`config.mk`:
```
export PLATFORM = sky130hd
export DESIGN_NAME = id_ex_stage_reg
export DESIGN_NICKNAME = d
export VERILOG_FILES = /design/src/rtl/core_ctrl_pkg.sv /design/src/rtl/load_use_detect.sv /design/src/rtl/id_ex_stage_reg.sv
export SDC_FILE = /design/constraint.sdc
export NUM_CORES = 1
export LEC_CHECK = 0
export CORE_AREA = 3 3 268 270
export DETAILED_ROUTE_END_ITERATION = 10
export DIE_AREA = 0 0 271 273
export SLEW_MARGIN = 20
export SYNTH_ARGS = -nofsm -noshare
export SYNTH_HDL_FRONTEND = slang
export SYNTH_SLANG_ARGS = --single-unit
```
`constraint.sdc`:
```
create_clock -name clk -period 2.7 [get_ports clk]
set_input_delay 0.405 -clock clk [delete_from_list [all_inputs] [get_ports clk]]
set_output_delay 0.405 -clock clk [all_outputs]
set_load 0.005 [all_outputs]
```
`src/rtl/core_ctrl_pkg.sv`:
```
// Control-word layout shared by the opcode decoder, the ID/EX register and the EX stage.
package core_ctrl_pkg;

    localparam int CTRL_W = 20;

    localparam int CTRL_RSVD      = 19;
    localparam int CTRL_LOAD      = 18;
    localparam int CTRL_WRE       = 17;
    localparam int CTRL_VWRE      = 16;
    localparam int CTRL_WME_A     = 15;
    localparam int CTRL_WME_B     = 14;
    localparam int CTRL_WB_HI     = 13;
    localparam int CTRL_WB_LO     = 12;
    localparam int CTRL_VWB_HI    = 11;
    localparam int CTRL_VWB_LO    = 10;
    localparam int CTRL_ALU_HI    = 9;
    localparam int CTRL_ALU_LO    = 5;
    localparam int CTRL_VALU_HI   = 4;
    localparam int CTRL_VALU_LO   = 0;

    localparam logic [CTRL_W-1:0] NOP_CTRL = '0;

    typedef struct packed {
        logic       rsvd;
        logic       load;
        logic       wre;
        logic       vector_wre;
        logic       wme_a;
        logic       wme_b;
        logic [1:0] wb_mux;
        logic [1:0] vector_wb_mux;
        logic [4:0] alu_op;
        logic [4:0] alu_vector_op;
    } ctrl_word_t;

endpackage

```
`src/rtl/load_use_detect.sv`:
```
// Combinational load-use compare between the instruction in EX and the one being decoded.
module load_use_detect #(
    parameter int RADDR_W = 4
) (
    input  logic               i_ex_valid,
    input  logic               i_ex_load,
    input  logic               i_ex_wre,
    input  logic               i_ex_vwre,
    input  logic [RADDR_W-1:0] i_ex_rd,
    input  logic [RADDR_W-1:0] i_rs1,
    input  logic [RADDR_W-1:0] i_rs2,
    input  logic [1:0]         i_src_use,
    input  logic               i_vsrc,
    output logic               o_hazard
);

    logic w_domain_match;
    logic w_addr_match;

    // The load's destination file must be the file the ID sources read from.
    assign w_domain_match = (i_ex_wre & ~i_vsrc) | (i_ex_vwre & i_vsrc);
    assign w_addr_match   = (i_src_use[0] & (i_rs1 == i_ex_rd))
                          | (i_src_use[1] & (i_rs2 == i_ex_rd));
    assign o_hazard       = i_ex_valid & i_ex_load & w_domain_match & w_addr_match;

endmodule

```
`src/rtl/id_ex_stage_reg.sv`:
```
// ID/EX pipeline register with load-use bubble insertion, branch squash and a saturating bubble counter.
module id_ex_stage_reg
    import core_ctrl_pkg::*;
#(
    parameter int DATA_W  = 16,
    parameter int VDATA_W = 128,
    parameter int RADDR_W = 4,
    parameter int CNT_W   = 16
) (
    input  logic               clk,
    input  logic               reset,
    input  logic [CTRL_W-1:0]  id_ctrl_i,
    input  logic [RADDR_W-1:0] id_rs1_i,
    input  logic [RADDR_W-1:0] id_rs2_i,
    input  logic [1:0]         id_src_use_i,
    input  logic               id_vsrc_i,
    input  logic [RADDR_W-1:0] id_rd_i,
    input  logic [DATA_W-1:0]  id_rs1_data_i,
    input  logic [DATA_W-1:0]  id_rs2_data_i,
    input  logic [VDATA_W-1:0] id_vs1_data_i,
    input  logic [VDATA_W-1:0] id_vs2_data_i,
    input  logic [DATA_W-1:0]  id_imm_i,
    input  logic               stall_ext_i,
    input  logic               ex_branch_taken_i,
    output logic [CTRL_W-1:0]  ex_ctrl_o,
    output logic [RADDR_W-1:0] ex_rd_o,
    output logic [DATA_W-1:0]  ex_rs1_data_o,
    output logic [DATA_W-1:0]  ex_rs2_data_o,
    output logic [VDATA_W-1:0] ex_vs1_data_o,
    output logic [VDATA_W-1:0] ex_vs2_data_o,
    output logic [DATA_W-1:0]  ex_imm_o,
    output logic               ex_valid_o,
    output logic               stall_o,
    output logic [CNT_W-1:0]   bubble_cnt_o
);

    logic [CTRL_W-1:0]  r_ctrl;
    logic [RADDR_W-1:0] r_rd;
    logic [DATA_W-1:0]  r_rs1_data;
    logic [DATA_W-1:0]  r_rs2_data;
    logic [VDATA_W-1:0] r_vs1_data;
    logic [VDATA_W-1:0] r_vs2_data;
    logic [DATA_W-1:0]  r_imm;
    logic               r_valid;
    logic [CNT_W-1:0]   r_bubble_cnt;
    logic               w_hazard;

    load_use_detect #(.RADDR_W(RADDR_W)) u_load_use_detect (
        .i_ex_valid (r_valid),
        .i_ex_load  (r_ctrl[CTRL_LOAD]),
        .i_ex_wre   (r_ctrl[CTRL_WRE]),
        .i_ex_vwre  (r_ctrl[CTRL_VWRE]),
        .i_ex_rd    (r_rd),
        .i_rs1      (id_rs1_i),
        .i_rs2      (id_rs2_i),
        .i_src_use  (id_src_use_i),
        .i_vsrc     (id_vsrc_i),
        .o_hazard   (w_hazard)
    );

    // A taken branch squashes the ID instruction, so there is nothing left to stall for.
    assign stall_o = w_hazard & ~ex_branch_taken_i;

    always_ff @(posedge clk) begin
        if (reset) begin
            r_ctrl       <= NOP_CTRL;
            r_rd         <= '0;
            r_rs1_data   <= '0;
            r_rs2_data   <= '0;
            r_vs1_data   <= '0;
            r_vs2_data   <= '0;
            r_imm        <= '0;
            r_valid      <= 1'b0;
            r_bubble_cnt <= '0;
        end else if (ex_branch_taken_i || (!stall_ext_i && w_hazard)) begin
            r_ctrl     <= NOP_CTRL;
            r_rd       <= '0;
            r_rs1_data <= '0;
            r_rs2_data <= '0;
            r_vs1_data <= '0;
            r_vs2_data <= '0;
            r_imm      <= '0;
            r_valid    <= 1'b0;
            // Only load-use bubbles are counted, not branch squashes.
            if (!ex_branch_taken_i && (r_bubble_cnt != {CNT_W{1'b1}})) begin
                r_bubble_cnt <= r_bubble_cnt + CNT_W'(1);
            end
        end else if (!stall_ext_i) begin
            r_ctrl     <= id_ctrl_i;
            r_rd       <= id_rd_i;
            r_rs1_data <= id_rs1_data_i;
            r_rs2_data <= id_rs2_data_i;
            r_vs1_data <= id_vs1_data_i;
            r_vs2_data <= id_vs2_data_i;
            r_imm      <= id_imm_i;
            r_valid    <= 1'b1;
        end
    end

    assign ex_ctrl_o     = r_ctrl;
    assign ex_rd_o       = r_rd;
    assign ex_rs1_data_o = r_rs1_data;
    assign ex_rs2_data_o = r_rs2_data;
    assign ex_vs1_data_o = r_vs1_data;
    assign ex_vs2_data_o = r_vs2_data;
    assign ex_imm_o      = r_imm;
    assign ex_valid_o    = r_valid;
    assign bubble_cnt_o  = r_bubble_cnt;

endmodule

```
==> results.yml, run 1 <==
critical_path:
  critPathMaxStageDelay_ps: 540
  end_kind: "output port"
  crit_top_cell: "nor2_1"
  crit_path_top_delay_cell: "clkdlybuf4s50_1"
  worstPathArrival_ps: 2170
  cp.buffers_inverters: 1
  r2r_setup_slack_ps: 450
  required_ps: 2300
  critPathMaxFanout: 4
  crit_path_start_kind: "register"
  crit_chain: "xnor2_1 > nand3_1 > nor2_1 > a31oi_1 > nor2_1 > clkdlybuf4s50_1"
  cp_top_family: "buffers and inverters"
  crit_type: "register to output port"
final_layout:
  final_cells: 2843
  area_growth_pct: 75.6
  final_layout_size_suffix_gt1_frac: 0.0573
  diodes: 0
  postLayoutCoreUtil: 0.316
  fin_nets: 2218
synth:
  synth_most_common_cell: "dfxtp_1"
  ys_ff_latch: 345
  syn_area_mm2: 0.0125
  synth.avg_cell_area_um2: 10.5
  ys_seq_area_frac: 0.550
  synth_top_area_frac: 0.550
  synth_common_cells: "345 x dfxtp_1, 342 x nor2_1, 329 x mux2i_1"
  synthCells: 1196
  yosys.area.top_type: "dfxtp_1"
  synthArstFlopShare: 0
  synthTopCellsByArea: "dfxtp_1 55%, mux2i_1 26%, nor2_1 10%, buf_2 1.4%, clkbuf_1 1.0%"
  synth.distinct_cells: 37
  yosysWarnings: 0
  ys.flop_type: "dfxtp_1"
  synth_edf_count: 0
  syn-num-nets: 1540
timing:
  whs_ps: 223
  worst_pin_slew_ps: 1100
  clock.fmax_mhz: 388
  setup_viol: 0
  hold_viol: 0
  period_share: 0.954
  drv_slew: 0
  fin_skew_ps: 13.7
  fin_ws_ps: 123
  rsz0062_at_grt: "false"
  post-route-min-period_ps: 2580
  slew_headroom: 0.266
  totalNegativeSetupSlack_ps: 0
cts:
  clk_pin_slew_ps: 50
  clock_latency_ps: 550
  cts-root-buf: "clkbuf_16"
  cts.sinks: 345
  cts_made_buffers: 42
  cts_resized: 0
  cts_tree: "built"
  cts_setup_buffers: 0
  hold_buffers: 0
  h-tree-depth: 2
  cts_buffer_depth: 3
routing:
  routed_wirelength_um: 46800
  vias: 11100
  wl_per_cell_um: 16.5
  postRouteAntennaNets: 0
  drt-vias-per-instance: 3.90
  drc: 0
  first_pass_iters: 4
  first_iter_violations: 340
run:
  cap_violations: 0
floorplanning:
  die_w_um: 271
  rows: 97
  num_io_pins: 689
  dieArea_mm2: 0.0740
  die_y_um: 273
  fp.coreArea_mm2: 0.0698
  initial_core_util: 0.180
place:
  portBuffers: 688
  placed_cells: 2770
  routabilityCongestion: 0.860
  dpl_worst_slack_ps: 32.6
  dpl.hpwl_um: 35800
grt:
  antenna_found_initial: 2
  grt_pass1_vias: 11500
  grt-ovfl-total: 0
  track_usage: 0.120
  grt_max_degree: 136
  grt_pass1_wl_um: 69500
power:
  irDropWorstVdd_mv: 0.435
  powerDensity_mw_per_mm2: 573
  leakage_nw: 8.81
outcome:
  status: "finished clean"
hold_path:
  hp-class: "input port to register"
==> per-stage QoR <==
step / total power [mW] / area [um2]
6_report: 12.6 / 22000
3_3_place_gp: 6.99 / 20600
4_1_cts: 12.9 / 22000
3_5_place_dp: 7.02 / 20600
5_1_grt: 13.2 / 22000
2_1_floorplan: 6.00 / 12500
==> final cells by class <==
| cell class | instances | area [um2] |
|---|---|---|
| clock buffers | 60 | 1260 |
| well taps | 940 | 1180 |
| fillers | 7082 | 47800 |
| repair buffers | 716 | 7250 |
| inverters | 1 | 3.75 |
| flip-flops and latches | 345 | 6910 |
| clock inverters | 13 | 146 |
| multi-input cells | 768 | 5280 |
==> sequential cells by signal (all words and copies together) (netlist names) <==
register / cells
ex_vs1_data_o: 128
ex_vs2_data_o: 128
ex_ctrl_o: 20
bubble_cnt_o: 16
ex_imm_o: 16
ex_rs1_data_o: 16
ex_rs2_data_o: 16
ex_rd_o: 4
ex_valid_o: 1
==> worst paths after layout <==
check | start | end | cells past startpoint
hold reg to reg | ex_rs1_data_o[15] | ex_rs1_data_o[15] | 2
hold / removal | stall_ext_i | ex_valid_o | 2
setup reg to reg | ex_rd_o[2] | bubble_cnt_o[2] | 5
setup / recovery | ex_rd_o[2] | stall_o | 6
==> layout by cell type, fill, tap and decap left out, types with 2 or more instances in the layout <==
cell type          n
nor4_1             6
nand2b_1           4
buf_12            12
nand3_1            2
o32a_1             2
nor2_1           342
mux2i_1          329
nand2_1            8
nor3_1             3
or4_1              7
clkinv_2           8
clkbuf_8           8
clkbuf_1           7
bufinv_16          3
clkbuf_16         45
nand4b_1           3
and3_1             2
clkdlybuf4s50_1  687
nand4_1            5
o31ai_1            4
buf_4             16
dfxtp_1          345
nor2b_1           10
a21oi_1            6
and3b_1            2
o21ai_0            2
mux2_2            10
xnor2_1            8
==> power by group <==
| part | switching [mW] | internal [mW] |
|---|---|---|
| registers | 0.0962 | 5.26 |
| logic | 0.551 | 0.995 |
| clock network | 2.20 | 3.52 |
| total | 2.85 | 9.77 |
==> layer usage <==
layer | up-vias | GRT usage | wire, um
met3 | 82 | 0.0437 | 4100
met2 | 437 | 0.210 | 23100
met1 | 5190 | 0.133 | 18100
met5 | - | 0 | 23
li1 | 5364 | - | -
met4 | 4 | 0.0457 | 1510
==> cell families (layout without fill, tap and decap cells) <==
| kind of cell | count (synthesis) | in the layout | synth area share |
|---|---|---|---|
| AOI/OAI and AO/OA | 16 | 16 | 0.00828 |
| xor gates and xnor gates | 8 | 8 | 0.00558 |
| adders and majority gates | 1 | 1 | 0.000997 |
| buffers and inverters | 83 | 790 | 0.0291 |
| DFF | 345 | 345 | 0.550 |
| muxes | 339 | 339 | 0.271 |
| and+or+nand+nor | 404 | 404 | 0.134 |
==> worst register-to-register path: stages, from the launching register on <==
cell     delay (ps)
dfxtp_1         460
xnor2_1         180
nand3_1         150
o32a_1          580
nor4b_1         400
mux2_2          370
Power figures use the tool's default switching activity.
==> inputs of run 2 (changes only) <==
Settings changed: CTS_CLUSTER_DIAMETER from default to 40.
==> results.yml, run 2 (synthesis results as in run 1) <==
power:
  p_sw_mw: 3.65
  p_comb_frac: 0.096
  irDropWorstVdd_mv: 0.501
  seq_power_share: 0.334
  leakage_nw: 9.32
  total_power_mw: 16.1
  p_sw_frac: 0.227
  p_clk_frac: 0.570
  powerDensity_mw_per_mm2: 694
  p_int_mw: 12.4
cts:
  cts_made_buffers: 72
  h-tree-depth: 3
  cts_tree: "built"
  cts_buffer_depth: 3
  cts.sinks: 345
  clock_latency_ps: 590
  hold_buffers: 0
  cts-root-buf: "clkbuf_16"
  clk_pin_slew_ps: 50
  cts_setup_buffers: 0
final_layout:
  fin_nets: 2248
  mostFrequentLayoutCell: "clkdlybuf4s50_1"
  final_cells: 2898
  postLayoutCoreUtil: 0.332
  final_layout_size_suffix_gt1_frac: 0.0843
  area_growth_pct: 84.7
  final_cell_mix: "687 x clkdlybuf4s50_1, 344 x dfxtp_1, 342 x nor2_1"
  diodes: 0
critical_path:
  r2r_setup_slack_ps: 520
  crit_path_start_kind: "register"
  rr_worst_depth: 5
  reg2reg_from: "ex_rd_o[0]"
  critPathMaxFanout: 4
  crit_type: "register to output port"
  r2r_end: "bubble_cnt_o[0]"
  required_ps: 2300
  worstPathArrival_ps: 2130
  end_kind: "output port"
timing:
  setup_viol: 0
  period_share: 0.940
  hold_viol: 0
  worst_pin_slew_ps: 1120
  fin_skew_ps: 19.3
  drv_slew: 0
  clock.fmax_mhz: 394
  rsz0062_at_grt: "false"
  slew_headroom: 0.253
  post-route-min-period_ps: 2540
  totalNegativeSetupSlack_ps: 0
routing:
  drt-vias-per-instance: 3.89
  vias: 11300
  wl_per_cell_um: 16.3
  postRouteAntennaNets: 0
  first_pass_iters: 4
  drc: 0
  routed_wirelength_um: 47300
  first_iter_violations: 328
grt:
  grt-ovfl-total: 0
  antenna_found_initial: 2
  grt_max_degree: 136
  use_met2: 0.211
  gr-usage-met1: 0.131
  busiest_layer: "met2"
  grtUsageMet3: 0.0489
  grt_pass1_vias: 11800
  grt_pass1_wl_um: 70400
  track_usage: 0.122
place:
  dpl.hpwl_um: 35800
  portBuffers: 688
  routabilityCongestion: 0.860
  placed_cells: 2770
hold_path:
  whs_endpoint: "ex_valid_o"
  hp-class: "input port to register"
  whs_path_depth: 2
  hold_path_startpoint: "stall_ext_i"
floorplanning:
  die_w_um: 271
  num_io_pins: 689
  initial_core_util: 0.180
  dieArea_mm2: 0.0740
  fp.coreArea_mm2: 0.0698
  rows: 97
  die_y_um: 273
outcome:
  status: "finished clean"
run:
  cap_violations: 0
run 2: cell count changes in the layout (fill, tap and decap cells not counted), sizes merged:
cell,before,now
clkbuf,60,90
bufinv,3,9
clkinv,9,13
clkinvlp,1,10
inv,1,7
run 2: power groups by stage:
stage | logic [mW] | clock network (mW) | registers, mW
2_1_floorplan | 0.541 | 0 | 5.46
3_3_place_gp | 1.54 | 0 | 5.45
3_5_place_dp | 1.56 | 0 | 5.46
4_1_cts | 1.57 | 9.45 | 5.37
5_1_grt | 1.66 | 9.70 | 5.38
6_report | 1.54 | 9.17 | 5.37
run 2: how the worst max path moves through the flow:
stage / depth (start not counted) / end / start / slack (ps)
finish: 6 / stall_o / ex_rd_o[0] / 160
global route: 6 / stall_o / ex_rd_o[0] / 60
CTS: 6 / stall_o / ex_rd_o[2] / 10
detailed placement: 6 / bubble_cnt_o[2] / id_rs2_i[2] / 30
global placement: 6 / bubble_cnt_o[2] / id_rs2_i[3] / 50
floorplan: 6 / bubble_cnt_o[11] / id_vsrc_i / 670
run 2: what timing repair did:
action	CTS	global route
endpoints found under the setup margin	0	1
gates resized for setup	0	1
endpoints found under the hold margin	0	0
run 2: layout make-up:
cell class | count | area (um2)
inverter | 1 | 3.75
tap | 940 | 1180
multi-input combinational | 768 | 5280
timing repair buffer | 716 | 7250
clock inverter | 38 | 554
fill | 6975 | 46600
sequential | 345 | 6910
clock buffer | 90 | 2000
run 2: stage by stage:
step                cell area (um2)  setup slack, ps  hold WS, ps
floorplan                     12500              674          463
global placement              20600             47.5          473
detailed placement            20600             32.6          481
CTS                           23200             9.55          125
global route                  23200             56.9          208
finish                        23200              161          189
run 2: layer usage:
metal  part of all wire  up-vias  routed length, um
met5            0.00057        -                 27
met4              0.031        4               1450
met3              0.092       96               4360
met2               0.50      460              23500
met1               0.38     5254              17900
li1                   -     5455                  -
run 2: critical path, cell delays in order (launching register included):
cell and delay (ps):
dfxtp_1 430, xnor2_1 150, nand3_1 140, nor2_1 130, a31oi_1 50, nor2_1 130
clkdlybuf4s50_1 540
